[config.mk]
export PLATFORM = sky130hd
export DESIGN_NAME = pclk_mode_ctrl
export DESIGN_NICKNAME = d
export VERILOG_FILES = /design/src/rtl/pclk_mode_pkg.sv /design/src/rtl/pclk_mode_rom.sv /design/src/rtl/pclk_mode_ctrl.sv
export SDC_FILE = /design/constraint.sdc
export NUM_CORES = 1
export LEC_CHECK = 0
export CELL_PAD_IN_SITES_DETAIL_PLACEMENT = 1
export CELL_PAD_IN_SITES_GLOBAL_PLACEMENT = 1
export CORE_MARGIN = 5
export CORE_UTILIZATION = 40
export CTS_CLUSTER_DIAMETER = 60
export DETAILED_ROUTE_END_ITERATION = 10
export PLACE_DENSITY = 0.89
export SETUP_SLACK_MARGIN = 0.5
export SLEW_MARGIN = 0
export SYNTH_ARGS = -nofsm -noshare
export SYNTH_HDL_FRONTEND = slang
export SYNTH_HIERARCHICAL = 1
export SYNTH_SLANG_ARGS = --single-unit
[constraint.sdc]
create_clock -name clk -period 5.8 [get_ports clk]
set_input_delay 0.87 -clock clk [delete_from_list [all_inputs] [get_ports clk]]
set_output_delay 0.87 -clock clk [all_outputs]
set_load 0.01 [all_outputs]
[src/rtl/pclk_mode_pkg.sv]
// pclk_mode_pkg: shared FSM states, mode-table layout and the table of pixel-clock PLL settings.
package pclk_mode_pkg;
  typedef enum logic [2:0] {BOOT, LOAD, DRAIN, CFG, PRST, LWAIT, RUN, ERROR} state_t;
  typedef struct packed {
    logic [31:0] n;
    logic [31:0] m;
    logic [31:0] k;
    logic [31:0] c;
  } mode_entry_t;
  localparam int TABLE_DEPTH = 4;
  localparam mode_entry_t MODE_TABLE [TABLE_DEPTH] = '{
    '{32'h00010000, 32'h00000808, 32'h00000000, 32'h00000404},
    '{32'h00000101, 32'h00000F0F, 32'h00000000, 32'h00000505},
    '{32'h00000001, 32'h00000A0A, 32'h00000000, 32'h00000303},
    '{32'h00000001, 32'h00000606, 32'h00000000, 32'h00000202}
  };
  function automatic mode_entry_t mode_lookup(input int unsigned id);
    logic [1:0] idx;
    idx = id[1:0];
    return (id < TABLE_DEPTH) ? MODE_TABLE[idx] : '0;
  endfunction
endpackage

[src/rtl/pclk_mode_rom.sv]
// pclk_mode_rom: registered mode-id to PLL-settings lookup.
module pclk_mode_rom
  import pclk_mode_pkg::*;
#(
  parameter int MODE_W    = 3,
  parameter int BOOT_MODE = 0
) (
  input  logic              clk,
  input  logic              rst,
  input  logic [MODE_W-1:0] mode,
  output mode_entry_t       entry
);
  always_ff @(posedge clk or posedge rst)
    if (rst) entry <= mode_lookup(BOOT_MODE);
    else entry <= mode_lookup(int'(mode));
endmodule

[src/rtl/pclk_mode_ctrl.sv]
// pclk_mode_ctrl: sequences pixel-clock mode switches (drain, PLL reconfig, reset, lock wait, retry).
module pclk_mode_ctrl
  import pclk_mode_pkg::*;
#(
  parameter int MODE_W       = 3,
  parameter int NUM_MODES    = 4,
  parameter int BOOT_MODE    = 0,
  parameter int VID_DRAIN    = 16,
  parameter int CFG_CYCLES   = 64,
  parameter int RST_CYCLES   = 8,
  parameter int LOCK_STABLE  = 256,
  parameter int LOCK_TIMEOUT = 1048576,
  parameter int MAX_RETRY    = 3
) (
  input  logic              clk,
  input  logic              rst,
  input  logic              req_valid,
  input  logic [MODE_W-1:0] req_mode,
  output logic              req_ready,
  input  logic              pll_locked,
  output logic              cfg_en,
  output logic              cfg_rst,
  output logic [31:0]       cfg_N,
  output logic [31:0]       cfg_M,
  output logic [31:0]       cfg_K,
  output logic [31:0]       cfg_C,
  output logic              pll_rst,
  output logic              video_rst,
  output logic [MODE_W-1:0] mode_cur,
  output logic              done,
  output logic              err,
  output logic              bad_mode,
  output logic              busy
);
  localparam int CW = $clog2(LOCK_TIMEOUT) + 1;
  localparam int SW = $clog2(LOCK_STABLE) + 1;
  localparam int RW = $clog2(MAX_RETRY + 1);
  localparam logic [MODE_W-1:0] BOOT_ID = MODE_W'(BOOT_MODE);
  state_t state, state_nxt;
  logic [CW-1:0] cnt, cnt_nxt;
  logic [SW-1:0] stable, stable_nxt;
  logic [RW-1:0] retry, retry_nxt;
  logic [MODE_W-1:0] target, target_nxt, mode_cur_nxt;
  logic [1:0] sync;
  logic lk, acc, bad_id, same_ok, reconfig, lock_ok, tmo;
  logic cfg_en_d, pll_rst_d, video_rst_d, ready_d, done_d, bad_d, err_d;
  mode_entry_t rom_q;
  assign lk       = sync[1];
  assign acc      = req_valid && req_ready;
  assign bad_id   = int'(req_mode) >= NUM_MODES;
  // a same-mode request is a no-op only while the current lock is still good
  assign same_ok  = state == RUN && req_mode == mode_cur && lk;
  assign reconfig = acc && !bad_id && !same_ok;
  assign lock_ok  = lk && stable == SW'(LOCK_STABLE - 1);
  assign tmo      = cnt == '0;
  pclk_mode_rom #(.MODE_W(MODE_W), .BOOT_MODE(BOOT_MODE)) u_rom (
    .clk(clk), .rst(rst), .mode(target_nxt), .entry(rom_q)
  );
  always_ff @(posedge clk or posedge rst)
    if (rst) begin
      state <= BOOT;
      cnt <= '0;
      stable <= '0;
      retry <= '0;
      target <= BOOT_ID;
      mode_cur <= BOOT_ID;
      sync <= '0;
      {cfg_N, cfg_M, cfg_K, cfg_C} <= mode_lookup(BOOT_MODE);
      cfg_en <= 1'b0;
      cfg_rst <= 1'b1;
      pll_rst <= 1'b1;
      video_rst <= 1'b1;
      req_ready <= 1'b0;
      done <= 1'b0;
      err <= 1'b0;
      bad_mode <= 1'b0;
      busy <= 1'b1;
    end else begin
      state <= state_nxt;
      cnt <= cnt_nxt;
      stable <= stable_nxt;
      retry <= retry_nxt;
      target <= target_nxt;
      mode_cur <= mode_cur_nxt;
      sync <= {sync[0], pll_locked};
      if (state == LOAD) {cfg_N, cfg_M, cfg_K, cfg_C} <= rom_q;
      cfg_en <= cfg_en_d;
      cfg_rst <= 1'b0;
      pll_rst <= pll_rst_d;
      video_rst <= video_rst_d;
      req_ready <= ready_d;
      done <= done_d;
      err <= err_d;
      bad_mode <= bad_d;
      busy <= !ready_d;
    end
  always_comb begin
    state_nxt = state;
    cnt_nxt = cnt - CW'(1);
    stable_nxt = stable;
    retry_nxt = retry;
    target_nxt = target;
    mode_cur_nxt = mode_cur;
    unique case (state)
      BOOT: begin state_nxt = LOAD; target_nxt = BOOT_ID; end
      LOAD: begin state_nxt = DRAIN; cnt_nxt = CW'(VID_DRAIN - 1); end
      DRAIN: if (tmo) begin state_nxt = CFG; cnt_nxt = CW'(CFG_CYCLES - 1); end
      CFG: if (tmo) begin state_nxt = PRST; cnt_nxt = CW'(RST_CYCLES - 1); end
      PRST: if (tmo) begin state_nxt = LWAIT; cnt_nxt = CW'(LOCK_TIMEOUT - 1); stable_nxt = '0; end
      LWAIT: begin
        stable_nxt = lk ? stable + SW'(1) : '0;
        if (lock_ok) begin
          state_nxt = RUN;
          mode_cur_nxt = target;
          retry_nxt = '0;
        end else if (tmo) begin
          retry_nxt = retry + RW'(1);
          state_nxt = (retry_nxt < RW'(MAX_RETRY)) ? LOAD : ERROR;
        end
      end
      RUN: if (!lk) begin
        state_nxt = LWAIT;
        cnt_nxt = CW'(LOCK_TIMEOUT - 1);
        stable_nxt = '0;
        target_nxt = mode_cur;
      end
      default: ;
    endcase
    if (reconfig) begin
      state_nxt = LOAD;
      target_nxt = req_mode;
      retry_nxt = '0;
    end
  end
  // outputs are registered from the next state so they line up with the state register
  always_comb begin
    cfg_en_d = state_nxt == CFG;
    pll_rst_d = state_nxt inside {BOOT, PRST, ERROR};
    video_rst_d = state_nxt != RUN;
    ready_d = state_nxt inside {RUN, ERROR};
    err_d = state_nxt == ERROR;
    done_d = (state == LWAIT && state_nxt == RUN) || (acc && !bad_id && same_ok);
    bad_d = acc && bad_id;
  end
endmodule

Word-level counts from Yosys, hierarchy flattened
Cells that the tools add are included.

Register bits after elaboration: 308. Input port bits: 7. Word-level logic and storage cells: 100.

$add $sub $neg: 3. Magnitude comparators: 4. Equal/unequal tests: 15. Muxes and demuxes: 29. Bitwise gates (word level): 1. Reduce and logical (&&, ||, !) cells: 24.

Operators with widths (count): 128-bit two-way mux (3); 128-bit binary-select mux with 2-bit select (1); 21-bit case mux with 5 select lines (1); 21-bit two-way mux (4); 3-bit two-way mux (10); 9-bit two-way mux (3); 9-bit case mux with 3 select lines (1); 21-bit zero test (1); 3-bit case mux with 7 select lines (1); 21-bit by 1-bit subtractor with 21-bit output, second input constant (1); 3-bit equality test, second input constant (6); 9-bit by 1-bit adder with 9-bit output, second input constant (1); 3-bit by 2-bit equality test with 1-bit output, second input constant (3); 9-bit by 8-bit equality test with 1-bit output, second input constant (1); 1-bit logical AND (9); 3-bit nonzero test (3); 2-bit two-way mux (4); 3-bit >= comparator, second input constant (2); 3-bit zero test (2); 3-bit case mux with 2 select lines (1); 2-bit != test, second input constant (2); 2-bit AND reduction (2); 2-bit nonzero test (2); 3-bit by 1-bit equality test with 1-bit output, second input constant (1); other kinds (9) (11).

Longest topological paths before layout
Gate-level depths: netlist (run 1).

Depth in word-level cells: 11. Gate-level depth with buffers: 13.

Hierarchy
The synthesis (run 1) kept the hierarchy.

Modules (own cells, without submodules): pclk_mode_ctrl (times used 1, cells an instance 546, area each 7309.5 um^2); pclk_mode_rom (times used 1, cells an instance 144, area each 1212.4 um^2).

Least setup slack after synthesis (run 1)
No wires, ideal clock.

Path kind: register to register. Start: register cnt[8]. End: register cfg_en. Setup time: 0.121 ns. Arrival time: 2.583 ns. Required time: 5.679 ns. Setup slack: 3.096 ns. Cell stages (with the launch flop): 8. Clock period less this slack: 2.704 ns. Cell sequence: dfrtp_1 or4_4 or4_4 or2_0 buf_6 a311o_1 a21oi_4 and4b_1.

Word-level cells in the longest chain between the ends: 6.

Ends and longest elaborated chain: start: declaration (line pclk_mode_ctrl.sv:40) `logic [CW-1:0] cnt, cnt_nxt;`; start signal: assignment (line pclk_mode_ctrl.sv:80) `cnt <= cnt_nxt;`; 21-bit zero test (*) (line pclk_mode_ctrl.sv:55) `assign tmo = cnt == '0;`; 3-bit two-way mux (line pclk_mode_ctrl.sv:116) `end else if (tmo) begin`; 3-bit two-way mux (line pclk_mode_ctrl.sv:112) `if (lock_ok) begin`; 3-bit case mux with 7 select lines (*) (line pclk_mode_ctrl.sv:104) `unique case (state)`; 3-bit two-way mux (*) (line pclk_mode_ctrl.sv:129) `if (reconfig) begin`; 3-bit by 2-bit equality test with 1-bit output (*) (line pclk_mode_ctrl.sv:137) `cfg_en_d = state_nxt == CFG;`; named net cfg_en_d (line pclk_mode_ctrl.sv:46) `logic cfg_en_d, pll_rst_d, video_rst_d, ready_d, done_d, bad_d, err_d;`; end signal: assignment (line pclk_mode_ctrl.sv:87) `cfg_en <= cfg_en_d;`; end: declaration (line pclk_mode_ctrl.sv:21) `output logic cfg_en,`.

Mark *: on every way through the listed nets, which the timed path passes. The rest lies on a longest branch. A chain may end at the register's enable or synchronous reset.

Worst setup path after layout (run 1)
Start: register cnt[8]. End: register cnt[13].

Word-level cells in the longest chain between the ends: 3.

Ends and longest elaborated chain (line): 21-bit by 1-bit subtractor with 21-bit output / 21-bit zero test (equally long branches) (pclk_mode_ctrl.sv:99, pclk_mode_ctrl.sv:55); 21-bit two-way mux (on tied branches); 21-bit case mux with 5 select lines (*) (pclk_mode_ctrl.sv:104); named net cnt_nxt[13] (pclk_mode_ctrl.sv:40).

Marks and branches as above.

==> summary by stage, run 1 <==
Pwr
The switching power is 0.610 mW. Total power for the finished layout comes to between 2 and 3 mW. Of the total power, combinational logic draws 0.018. Across the VDD grid, the largest voltage drop is roughly 0.18 mV. Of the total power, the clock network draws 0.474.

The share of total power consumed by net switching is 0.235. The cell internal power dissipation is 1.98 mW. The analysis attributes to cell leakage a power of 4.88 nW.

The power per unit of standard cell area is 249 nW/um2. Of the total power, registers draw 0.507.

Routing
After detailed routing, the total wire length is around 18 mm. In this run, the number of DRC markers left after iteration 0 of detailed routing was approximately 200. The first TritonRoute pass finished after 4 iterations.

Dividing the detail-routed via count by the number of cells gives 4.64. The number of design rule violations left after detail routing is 0. After detailed routing, the average wire length per cell comes to 16.3 um. Once detail routing completed, the nets flagged for antenna violations numbered 0. Detailed routing inserted a total of about 5.2k vias.

Hold path
The worst hold path class is flop to flop. Counting instances, the worst hold path has a depth of 0. The worst-case hold path end point is sync[1]. The origin of the worst min-delay path is sync[0].

GRT
The largest net degree at the start of global routing is 181. The number of antenna violations at the first check in global routing is 0. The global-route wire length before repair is 29.9 mm. The number of global-route vias before repair is 5608. The overall routing resource usage is 0.153. The total congestion overflow is 0.

Worst setup path
The worst setup path is launched from a flop. In this run the register-to-register setup slack is 2.51 ns. The setup path with the least slack is of type flop to flop. The critical-path cell with the highest stage delay is sky130_fd_sc_hd__a21oi_1. The kind of end point of the critical path is a flop. The critical path goes through or4_4, or4_4, nor2_1, nand2_1, a21oi_1, o21ai_0. At the worst endpoint, the required time is 6.03 ns. The longest individual stage delay on the worst path is 0.77 ns. At the worst endpoint, the arrival time is about 3.5 ns. The beginning of the worst register-to-register path is cnt[8].

The number of cells on the worst reg-to-reg path is 6. Of all nets on the critical path, the largest fanout is 14. The worst register-to-register path ends at cnt[13]. The cell that appears most often on the critical path is sky130_fd_sc_hd__or4_4.

Yosys
The adder and majority gate portion of the synthesized area is 0.0132. After synthesis, the share of cell area in mux cells is 0.170. Of the total synthesized cell area, the portion taken by AND, OR, NAND and NOR gates is 0.0724.

The number of synthesis warnings is 6. The synthesized netlist contains 50 unique library cells. A synthesized cell averages 12.4 um2. For this run, the register share of the synthesized area comes to 0.554. In the synthesized netlist the async set-or-reset flop fraction comes to 1.00. Of the total synthesized cell area, the portion taken by XOR and XNOR cells is 0.0226. The area fraction in compound gates after synthesis is 0.0439. The main combinational cell family by area after synthesis is multiplexers.

Synthesis inferred about 190 register bits. Among all flip-flop cells after synthesis, the most frequent one is sky130_fd_sc_hd__dfrtp_1. The netlist area before placement is 8520 um2. The number of flops mapped to enable cells by yosys is 0.

The gate count after technology mapping is 690.

Floorplanning
During I/O placement, the number of pins put on the boundary was 147. The width of the die is 156 um. For this configuration, the core starts out at a cell density of 0.405. The vertical die dimension is 156 um.

The floorplan step defined a die boundary enclosing about 24000 um2. The core region is 21000 um2. Row generation in the floorplan step produced 53 rows.

Clock tree
The number of hold buffers added after CTS was 0. The post-cts repair resize count is 0. The maximum clock path buffer count is 2.

Buffers added to address setup during post-CTS repair amount to 0. The worst-skew pair later-pin latency is 0.43 ns. The clock sink count is 188. The cell chosen for the clock root is sky130_fd_sc_hd__clkbuf_16. The number of clock buffers added by TritonCTS is 17. The clock tree from TritonCTS is built. The clock transition at the registers of the reported paths is 0.07 ns. The H-tree generated during clock tree synthesis spans 4 levels.

Cells and area
The area growth from synthesis to layout is 22.2%. The number of non-filler instances in the completed layout is 1113. The share of cells above drive strength 1 is 0.218. Registers take 4720 um2. The multi-input combinational cells in the finished layout cover a total of 3180 um2. For this run, the post-layout net count is between 800 and 900. The number of antenna diodes in the final layout is 0. The layout has 2206 filler cells.

STA
Static timing analysis puts the maximum clock frequency at roughly 300 MHz. Headroom to the max-slew limit came out at 0.255. The count of final max-slew check failures came to 0.

Subtracting the final worst setup slack from the clock period gives 3.29 ns. The worst-case clock skew is 0.0132 ns. The share of the cycle needed by the critical path after routing is 0.567. Setup repair after global routing left no endpoint under its margin. The number of endpoints failing setup at the final stage is 0. The final hold slack is ~0.36 ns. After routing, the total negative slack on setup checks comes to 0 ns.

The transition at the pin with the smallest max-transition slack is between 1 and 1.5 ns. The final-report hold violation count is 0.

Placed design
At the end of routability-driven placement, the weighted congestion stood at 0.801. The cell count after placement is 1081. In this run the tool buffered the top-level ports with 146 buffer cells. The detailed placement HPWL is roughly 12 mm.

Run status
The run finished with clean final reports.

Flow run
Max-cap violations in this run came to 0.
==> state kept, by name (all words and copies together) (netlist names), 2 cells and up <==
name         cells
mode_cur         3
cfg_K           32
cfg_C           32
retry            2
target           3
cfg_N           32
cfg_M           32
stable           9
cnt             21
u_rom/entry      8
state            3
sync             2
==> Yosys cell counts (2+ instances only) <==
cell	n	area, um2
sky130_fd_sc_hd__buf_2	3	15.0
sky130_fd_sc_hd__mux2_2	128	1440
sky130_fd_sc_hd__xnor2_1	10	87.6
sky130_fd_sc_hd__a21oi_1	13	65.1
sky130_fd_sc_hd__inv_1	13	48.8
sky130_fd_sc_hd__or4_4	2	22.5
sky130_fd_sc_hd__nor3_1	7	35.0
sky130_fd_sc_hd__nand2_1	36	135
sky130_fd_sc_hd__and3_1	6	37.5
sky130_fd_sc_hd__dfstp_2	12	315
sky130_fd_sc_hd__buf_4	120	901
sky130_fd_sc_hd__or3_1	2	12.5
sky130_fd_sc_hd__and2_1	3	18.8
sky130_fd_sc_hd__nand2b_1	3	18.8
sky130_fd_sc_hd__xor2_1	12	105
sky130_fd_sc_hd__clkbuf_1	18	67.6
sky130_fd_sc_hd__o22ai_1	2	12.5
sky130_fd_sc_hd__o211ai_1	4	30.0
sky130_fd_sc_hd__nor2b_1	9	56.3
sky130_fd_sc_hd__o21ai_0	28	140
sky130_fd_sc_hd__nand3_1	6	30.0
sky130_fd_sc_hd__nor4_1	9	56.3
sky130_fd_sc_hd__a32oi_1	3	26.3
sky130_fd_sc_hd__ha_1	9	113
sky130_fd_sc_hd__nand3b_1	3	22.5
sky130_fd_sc_hd__dfrtp_1	176	4400
sky130_fd_sc_hd__nor2_1	29	109
sky130_fd_sc_hd__conb_1	2	7.51
==> layer usage <==
layer	up-vias	track usage	wire length [um]
met1	2628	0.183	7360
li1	2390	-	-
met3	27	0.0327	726
met2	122	0.274	9640
met4	0	0.0525	374
met5	-	0	0
==> cells in the final DEF, fill, tap and decap left out, drive strengths merged, types with 2 or more instances in the layout <==
cell type	count
dfrtp	176
clkdlybuf4s50	146
mux2	128
conb	112
nand2	36
nor2	29
o21ai	29
inv	20
clkbuf	17
a21oi	14
xor2	12
dfstp	12
xnor2	10
nor4	9
nor2b	9
ha	9
nor3	7
nand3	6
and3	6
o211ai	4
nand2b	3
and2	3
nand3b	3
a32oi	3
clkinvlp	3
or4	3
or3	3
clkinv	3
buf	3
o22ai	2
bufinv	2
or2	2
==> power by group through the flow <==
stage / clock [mW] / sequential (mW) / combinational (mW)
finish: 1.23 / 1.32 / 0.0480
CTS: 1.27 / 1.32 / 0.0476
global route: 1.33 / 1.32 / 0.0590
detailed placement: 0 / 1.34 / 0.0473
floorplan: 0 / 1.34 / 0.0849
global placement: 0 / 1.34 / 0.0459
==> per-stage QoR <==
| step | worst slack, ns | util | cell area [um2] |
|---|---|---|---|
| 3_3_place_gp | 2.36 | 0.466 | 9790 |
| 3_5_place_dp | 2.16 | 0.466 | 9790 |
| 2_1_floorplan | 2.63 | - | 8940 |
| 6_report | 2.51 | 0.495 | 10400 |
| 5_1_grt | 2.29 | 0.495 | 10400 |
| 4_1_cts | 2.46 | 0.495 | 10400 |
==> critical path, delay by kind of cell, from the launching register on <==
kind / cells / cell delay, ns
AO/OA/AOI/OAI: 2 / 1.04
flip-flops: 1 / 0.44
AND/OR/NAND/NOR: 4 / 1.63
==> how the worst max path moves through the flow <==
| stage | startpoint | end | slack (ns) |
|---|---|---|---|
| 2_1_floorplan | rst | bad_mode | 2.63 |
| 3_3_place_gp | req_mode[1] | u_rom/entry[8] | 2.36 |
| 3_5_place_dp | req_mode[1] | u_rom/entry[8] | 2.16 |
| 4_1_cts | cnt[8] | cnt[13] | 2.46 |
| 5_1_grt | cnt[8] | cnt[13] | 2.29 |
| 6_report | cnt[8] | cnt[13] | 2.51 |
==> kinds of logic (layout without fill, tap and decap cells) <==
kind of cell | after synthesis | in the layout
compound gates | 61 | 61
xor+xnor | 22 | 22
fa+ha+maj | 9 | 9
buf+inv | 156 | 194
flops | 188 | 188
mux | 129 | 129
other cells | 2 | 112
simple gates | 123 | 123
==> final cells by class <==
cell class | count | area share
Sequential cell | 188 | 0.453
Multi-Input combinational cell | 456 | 0.305
Timing Repair Buffer | 149 | 0.144
Clock buffer | 17 | 0.0409
Tap cell | 275 | 0.0330
Clock inverter | 15 | 0.0191
Inverter | 13 | 0.00505
Power figures use the tool's default switching activity.
==> run 2, diff against run 1 <==
--- a/config.mk
+++ b/config.mk
@@ -8,10 +8,10 @@
 export CELL_PAD_IN_SITES_DETAIL_PLACEMENT = 1
 export CELL_PAD_IN_SITES_GLOBAL_PLACEMENT = 1
 export CORE_MARGIN = 5
-export CORE_UTILIZATION = 40
+export CORE_UTILIZATION = 44
 export CTS_CLUSTER_DIAMETER = 60
 export DETAILED_ROUTE_END_ITERATION = 10
-export PLACE_DENSITY = 0.89
+export PLACE_DENSITY = 0.92
 export SETUP_SLACK_MARGIN = 0.5
 export SLEW_MARGIN = 0
 export SYNTH_ARGS = -nofsm -noshare
==> constraint.sdc (replaced) <==
create_clock -name clk -period 3.1 [get_ports clk]
set_input_delay 0.465 -clock clk [delete_from_list [all_inputs] [get_ports clk]]
set_output_delay 0.465 -clock clk [all_outputs]
set_load 0.01 [all_outputs]
==> summary by stage, run 2 (synthesis gave the netlist of run 1 again) <==
Placed design
The port buffer count is 146 (unchanged). The detailed placement HPWL came to 13.2 mm (+8.9%). The placer's final routability congestion estimate is 0.786 (-1.8%). The post-placement setup slack is 0.108 ns (-2.05 ns).

STA
The least setup slack across all paths after layout is 0.458 ns (-2.05 ns). The headroom to the max-slew limit came to 0.530 (+0.275). The worst-case clock skew is 0.0111 ns (-0.00212 ns).

The transition at the pin with the smallest max-transition slack was 0.704 ns (-0.405 ns). The final-report hold violation count was 0 (unchanged). The count of final max-slew check failures is 0 (unchanged). The post-route setup TNS is 0 ns (unchanged). The number of endpoints failing setup at the final stage came to 0 (unchanged).

Setup repair after global routing could not meet its margin everywhere. The maximum frequency from static timing analysis is 378 MHz (+24%). The share of the cycle needed by the critical path after routing is 0.852 (+0.285). The final period demand of the worst path is 2.64 ns (-0.647 ns).

Worst setup path
Traced cell by cell, the critical path runs through or4_1, or4_4, or2_4, o221ai_2, nor2b_1, and4b_1. The capturing point of the worst reg2reg path is cfg_en. The slack of the worst reg-to-reg path is 0.46 ns (-2.05 ns). The data required time at the worst endpoint is 3.46 ns (-2.57 ns). The longest individual stage delay on the worst path was 0.56 ns (-0.21 ns). The kind of end point of the critical path is a flop.

The highest fanout seen on the critical path came to 8 (-6). In this run the critical register-to-register path is launched from cnt[4]. The number of cell instances on the worst register-to-register path is 6 (unchanged).

The critical path class is flop to flop. The critical path data arrival time is 3.01 ns (-0.51 ns). The critical-path cell with the highest stage delay is sky130_fd_sc_hd__or4_1. The critical path starts at cnt[4]. The kind of launch point of the worst setup path is a flop.

Hold path
The cell depth of the worst hold path is 0 (unchanged). The worst hold path belongs to the class flop to flop. The startpoint identified for the worst hold timing path is sync[0]. The path with the worst hold slack has its endpoint at sync[1].

Pwr
The worst supply voltage drop on vdd is 0.369 mV (+110%). The power per unit of standard cell area came to 448 nW/um2 (+80%). The static leakage is 5.03 nW (+3.0%).

Clock tree
The maximum clock path buffer count is 2 (unchanged). TritonCTS built the clock tree. The count of H-tree levels built during CTS is 4 (unchanged). The worst-skew pair later-pin latency came to 0.43 ns (about the same).

The clock transition at the registers of the reported paths was 0.08 ns (about the same). The clock sink count is 188 (unchanged). The cell chosen for the clock root is sky130_fd_sc_hd__clkbuf_16. The total of hold buffers inserted after clock tree synthesis is 0 (unchanged).

The number of buffers created by CTS is 17 (unchanged).

Routing
The number of iterations in the first detailed-routing pass is 4 (unchanged). The total vias in the final route is 5297 (+2.5%). The number of design rule violations left after detail routing came to 0 (unchanged). The detail-routed net length per standard cell is 16.7 um (+2.5%). The number of DRC violations after detailed-routing iteration 0 was 308 (+52%).

The number of vias per cell is 4.70 (+1.2%). The routed wire length is 18.8 mm (+3.8%). The residual antenna-violating net count after detailed routing was 0 (unchanged).

Cells and area
The share of cells above drive strength 1 was 0.262 (+0.0438). The area growth from synthesis to layout is 25.9%. The final-layout fill cell count is 2008 (-9.0%). The antenna diode count is 0 (unchanged). Leaving out fill and tap cells, the most frequent cells in the layout are sky130_fd_sc_hd__dfrtp_1 (174), sky130_fd_sc_hd__clkdlybuf4s50_1 (146), sky130_fd_sc_hd__mux2_2 (128). The commonest non-fill, non-tap cell in the layout is sky130_fd_sc_hd__dfrtp_1. The final-stage net count is 865 (+2.9%).

GRT
The total congestion overflow is 0 (unchanged). The number of antenna violations at the first check in global routing is 0 (unchanged). The number of global-route vias before repair came to 5851 (+4.3%).

The largest net degree at the start of global routing is 69 (-62%). The global-route wire length before repair is 30.6 mm (+2.2%). The overall routing resource usage is 0.173 (+0.0198).

Floorplanning
The vertical die dimension came to 149 um (-4.4%). The area of the die is 22300 um2 (-8.5%). The core area is 19300 um2 (-8.3%). The count of standard-cell rows was 51 (-3.8%). The width of the die is 149 um (-4.4%).

The number of top-level pins was 147 (unchanged). The effective utilization at floorplan is 0.442 (+0.0368).

Flow run
The max-cap violation count was 0 (unchanged).

Run status
The run finished with clean final reports.
[run 2: per-layer routing]
| metal | up-vias | global-route usage | share of wire |
|---|---|---|---|
| met1 | 2710 | 0.199 | 0.39 |
| met3 | 29 | 0.0322 | 0.039 |
| met5 | - | 0 | 0 |
| li1 | 2431 | - | - |
| met2 | 127 | 0.323 | 0.55 |
| met4 | 0 | 0.0563 | 0.021 |
[run 2: power by group]
| group | switching (mW) | total (mW) | leakage [nW] | internal [mW] |
|---|---|---|---|---|
| logic | 0.0783 | 0.105 | 2.28 | 0.0265 |
| registers | 0.00509 | 2.46 | 2.45 | 2.46 |
| clock network | 1.06 | 2.24 | 0.303 | 1.17 |
[run 2: worst max-delay path, delay by kind of cell (launching register included)]
family	cells	cell delay [ns]
AOI/OAI and AO/OA	1	0.29
and+or+nand+nor	5	1.84
DFF	1	0.45
[run 2: metrics by stage]
step / instances / power, mW / util / hold slack [ns] / area (um2)
after CTS: 1125 / 4.86 / 0.555 / 0.361 / 10700
after detailed placement: 1081 / 2.61 / 0.514 / 0.338 / 9910
after floorplan: 800 / 2.67 / - / 0.279 / 8940
after global routing: 1127 / 5.00 / 0.557 / 0.381 / 10700
final: 1127 / 4.80 / 0.557 / 0.356 / 10700
after global placement: 1081 / 2.60 / 0.514 / 0.333 / 9910
[run 2: worst max-delay path by stage]
stage               slack (ns)               to  depth (start not counted)
global placement          0.24  u_rom/entry[72]                          8
finish                    0.46           cfg_en                          6
floorplan                 0.33         bad_mode                          1
global route              0.37           cfg_en                          9
detailed placement        0.11  u_rom/entry[72]                          8
CTS                       0.46           cfg_en                          8
[run 2: layout make-up]
cell class	instances	area, um2	area share
clock inverter	15	200	0.0187
inverter	13	52.6	0.00490
clock buffer	17	425	0.0397
timing repair buffer	173	1730	0.161
tap	265	332	0.0309
multi-input combinational	456	3270	0.305
sequential	188	4720	0.440
[run 2: timing repair]
item,CTS,global route
setup endpoints to repair,39,35
setup buffers,12,2
pin swaps,7,6
resized for setup,18,6
==> run 3, diff against run 2 <==
--- a/config.mk
+++ b/config.mk
@@ -5,13 +5,14 @@
 export SDC_FILE = /design/constraint.sdc
 export NUM_CORES = 1
 export LEC_CHECK = 0
+export CAP_MARGIN = 20
 export CELL_PAD_IN_SITES_DETAIL_PLACEMENT = 1
 export CELL_PAD_IN_SITES_GLOBAL_PLACEMENT = 1
 export CORE_MARGIN = 5
 export CORE_UTILIZATION = 44
 export CTS_CLUSTER_DIAMETER = 60
 export DETAILED_ROUTE_END_ITERATION = 10
-export PLACE_DENSITY = 0.92
+export PLACE_DENSITY = 0.84
 export SETUP_SLACK_MARGIN = 0.5
 export SLEW_MARGIN = 0
 export SYNTH_ARGS = -nofsm -noshare
==> summary by stage, run 3 (synthesis gave the netlist of run 1 again) <==
Cells and area
The final design utilization is 0.555 (-0.00149). The area growth from synthesis to layout is 25.5%. The antenna diode count came to 0 (unchanged).

The share of cells above drive strength 1 is 0.264 (+0.00140). In the layout the commonest cells are sky130_fd_sc_hd__dfrtp_1 (176), sky130_fd_sc_hd__clkdlybuf4s50_1 (146), sky130_fd_sc_hd__mux2_2 (128). The final-stage net count came to 868 (+0.35%). The commonest non-fill, non-tap cell in the layout is sky130_fd_sc_hd__dfrtp_1.

Routing
The routed wire length came to 18.3 mm (-2.6%). The residual antenna-violating net count after detailed routing came to 0 (unchanged). The number of iterations in the first detailed-routing pass is 4 (unchanged). The number of vias per cell is 4.68 (-0.42%). The number of DRC violations after detailed-routing iteration 0 is 341 (+11%). The number of design rule violations left after detail routing is 0 (unchanged). The detail-routed net length per standard cell is 16.2 um (-2.9%).

The total vias in the final route came to 5289 (-0.15%).

Pwr
The static leakage is 5.01 nW (-0.38%). The power per unit of standard cell area was 443 nW/um2 (-1.1%). The clock share of power is 0.459 (-0.007). The switching power was 1.16 mW (+1.5%).

The share of total power consumed by net switching is 0.246 (+0.00681). The fraction of power consumed by combinational cells is 0.021 (about the same). The worst supply voltage drop on vdd was 0.389 mV (+5.6%). The cell internal power dissipation is 3.57 mW (-2.2%).

The share of power burned in registers is 0.520 (+0.007). The power consumption is 4.74 mW (-1.3%).

STA
The share of the cycle needed by the critical path after routing is 0.858 (+0.00554). The final-report hold violation count is 0 (unchanged). The final hold slack is 0.353 ns (-0.00243 ns). The final period demand of the worst path is 2.66 ns (+0.0172 ns). The headroom to the max-slew limit is 0.538 (+0.00801). Setup repair after global routing could not meet its margin everywhere. The maximum frequency from static timing analysis is 376 MHz (-0.65%). The number of endpoints failing setup at the final stage is 0 (unchanged).

The count of final max-slew check failures was 0 (unchanged). The worst-case clock skew is 0.0118 ns (+0.000684 ns). The least setup slack across all paths after layout was 0.441 ns (-0.0172 ns).

The transition at the pin with the smallest max-transition slack is 0.691 ns (-0.0131 ns). The post-route setup TNS is 0 ns (unchanged).

GRT
The number of global-route vias before repair is 5778 (-1.2%). The total congestion overflow is 0 (unchanged). The global-route wire length before repair came to 29.9 mm (-2.2%). The number of antenna violations at the first check in global routing is 0 (unchanged). The largest net degree at the start of global routing is 68 (-1.4%).

The overall routing resource usage is 0.169 (-0.00425).

Worst setup path
The kind of launch point of the worst setup path is a flop. The highest fanout seen on the critical path is 8 (unchanged). The critical path class is flop to flop. The data required time at the worst endpoint is 3.41 ns (-0.05 ns). The kind of end point of the critical path is a flop. The critical path data arrival time is 2.97 ns (-0.04 ns).

The launching instance or port of the critical path is cnt[0]. The beginning of the worst register-to-register path is cnt[0].

Placed design
The port buffer count is 146 (unchanged). The detailed placement HPWL is 12.5 mm (-5.1%). The post-placement setup slack is 0.118 ns (+0.0104 ns). The placer's final routability congestion estimate is 0.796 (+1.3%).

Floorplanning
The area of the die is 22300 um2 (unchanged). The number of top-level pins is 147 (unchanged). The vertical die dimension is 149 um (unchanged). The effective utilization at floorplan is 0.442 (unchanged). The core area is 19300 um2 (unchanged). The width of the die is 149 um (unchanged). The count of standard-cell rows came to 51 (unchanged).

Clock tree
The maximum clock path buffer count came to 2 (unchanged). The cell chosen for the clock root is sky130_fd_sc_hd__clkbuf_16. The worst-skew pair later-pin latency came to 0.43 ns (about the same). The clock tree from TritonCTS is built. The clock transition at the registers of the reported paths is 0.08 ns (about the same). The number of buffers created by CTS is 17 (unchanged). The clock sink count is 188 (unchanged). The count of H-tree levels built during CTS came to 4 (unchanged).

Hold path
The min-delay analysis places its worst path in the category flop to flop. The origin of the worst min-delay path is sync[0].

Run status
The run finished with clean final reports.

Flow run
The max-cap violation count is 0 (unchanged).
[run 3: layout make-up]
class	instances	area [um2]
sequential	188	4720
fill	2038	8570
timing repair buffer	176	1750
multi-input combinational	456	3250
clock buffer	17	425
inverter	13	52.6
clock inverter	15	163
tap	265	332
[run 3: worst max-delay path: stages, from the launching register on]
cell	delay [ns]
sky130_fd_sc_hd__dfrtp_1	0.40
sky130_fd_sc_hd__inv_2	0.07
sky130_fd_sc_hd__ha_2	0.14
sky130_fd_sc_hd__or3b_4	0.36
sky130_fd_sc_hd__or4_4	0.56
sky130_fd_sc_hd__or2_4	0.30
sky130_fd_sc_hd__a311o_1	0.31
sky130_fd_sc_hd__a21oi_4	0.18
sky130_fd_sc_hd__and4b_1	0.22
[run 3: repair_timing]
item / 4_1_cts / 5_1_grt
setup endpoints to repair: 37 / 36
cloned: 0 / 1
pin swaps: 6 / 2
hold buffers: 0 / 0
gates resized for setup: 13 / 12
buffers inserted: 9 / 6
[run 3: power groups by stage]
stage               clock network, mW  logic (mW)  registers, mW
CTS                              2.24       0.100           2.46
detailed placement                  0      0.0963           2.51
global placement                    0      0.0942           2.51
floorplan                           0       0.159           2.51
finish                           2.18       0.101           2.46
global route                     2.36       0.121           2.46
[run 3: final timing paths]
check	depth (start not counted)	endpoint	slack (ns)
min in group asynchronous	2	u_rom/entry[8]	0.41
hold reg to reg	0	sync[1]	0.35
setup / recovery	8	cfg_en	0.44
max in group asynchronous	3	cfg_N[16]	2.03
hold / removal	0	sync[1]	0.35
setup reg to reg	8	cfg_en	0.44
[run 3: per-stage QoR]
stage	cells	cell area, um2
4_1_cts	1122	10600
5_1_grt	1130	10700
3_5_place_dp	1081	9910
3_3_place_gp	1081	9910
6_report	1130	10700
2_1_floorplan	800	8940
[run 3: metal layers]
metal	routed length [um]	vias up	GRT usage
met3	732	29	0.0334
met5	0	-	0
met1	7390	2693	0.202
li1	-	2444	-
met4	315	0	0.0572
met2	9860	123	0.304
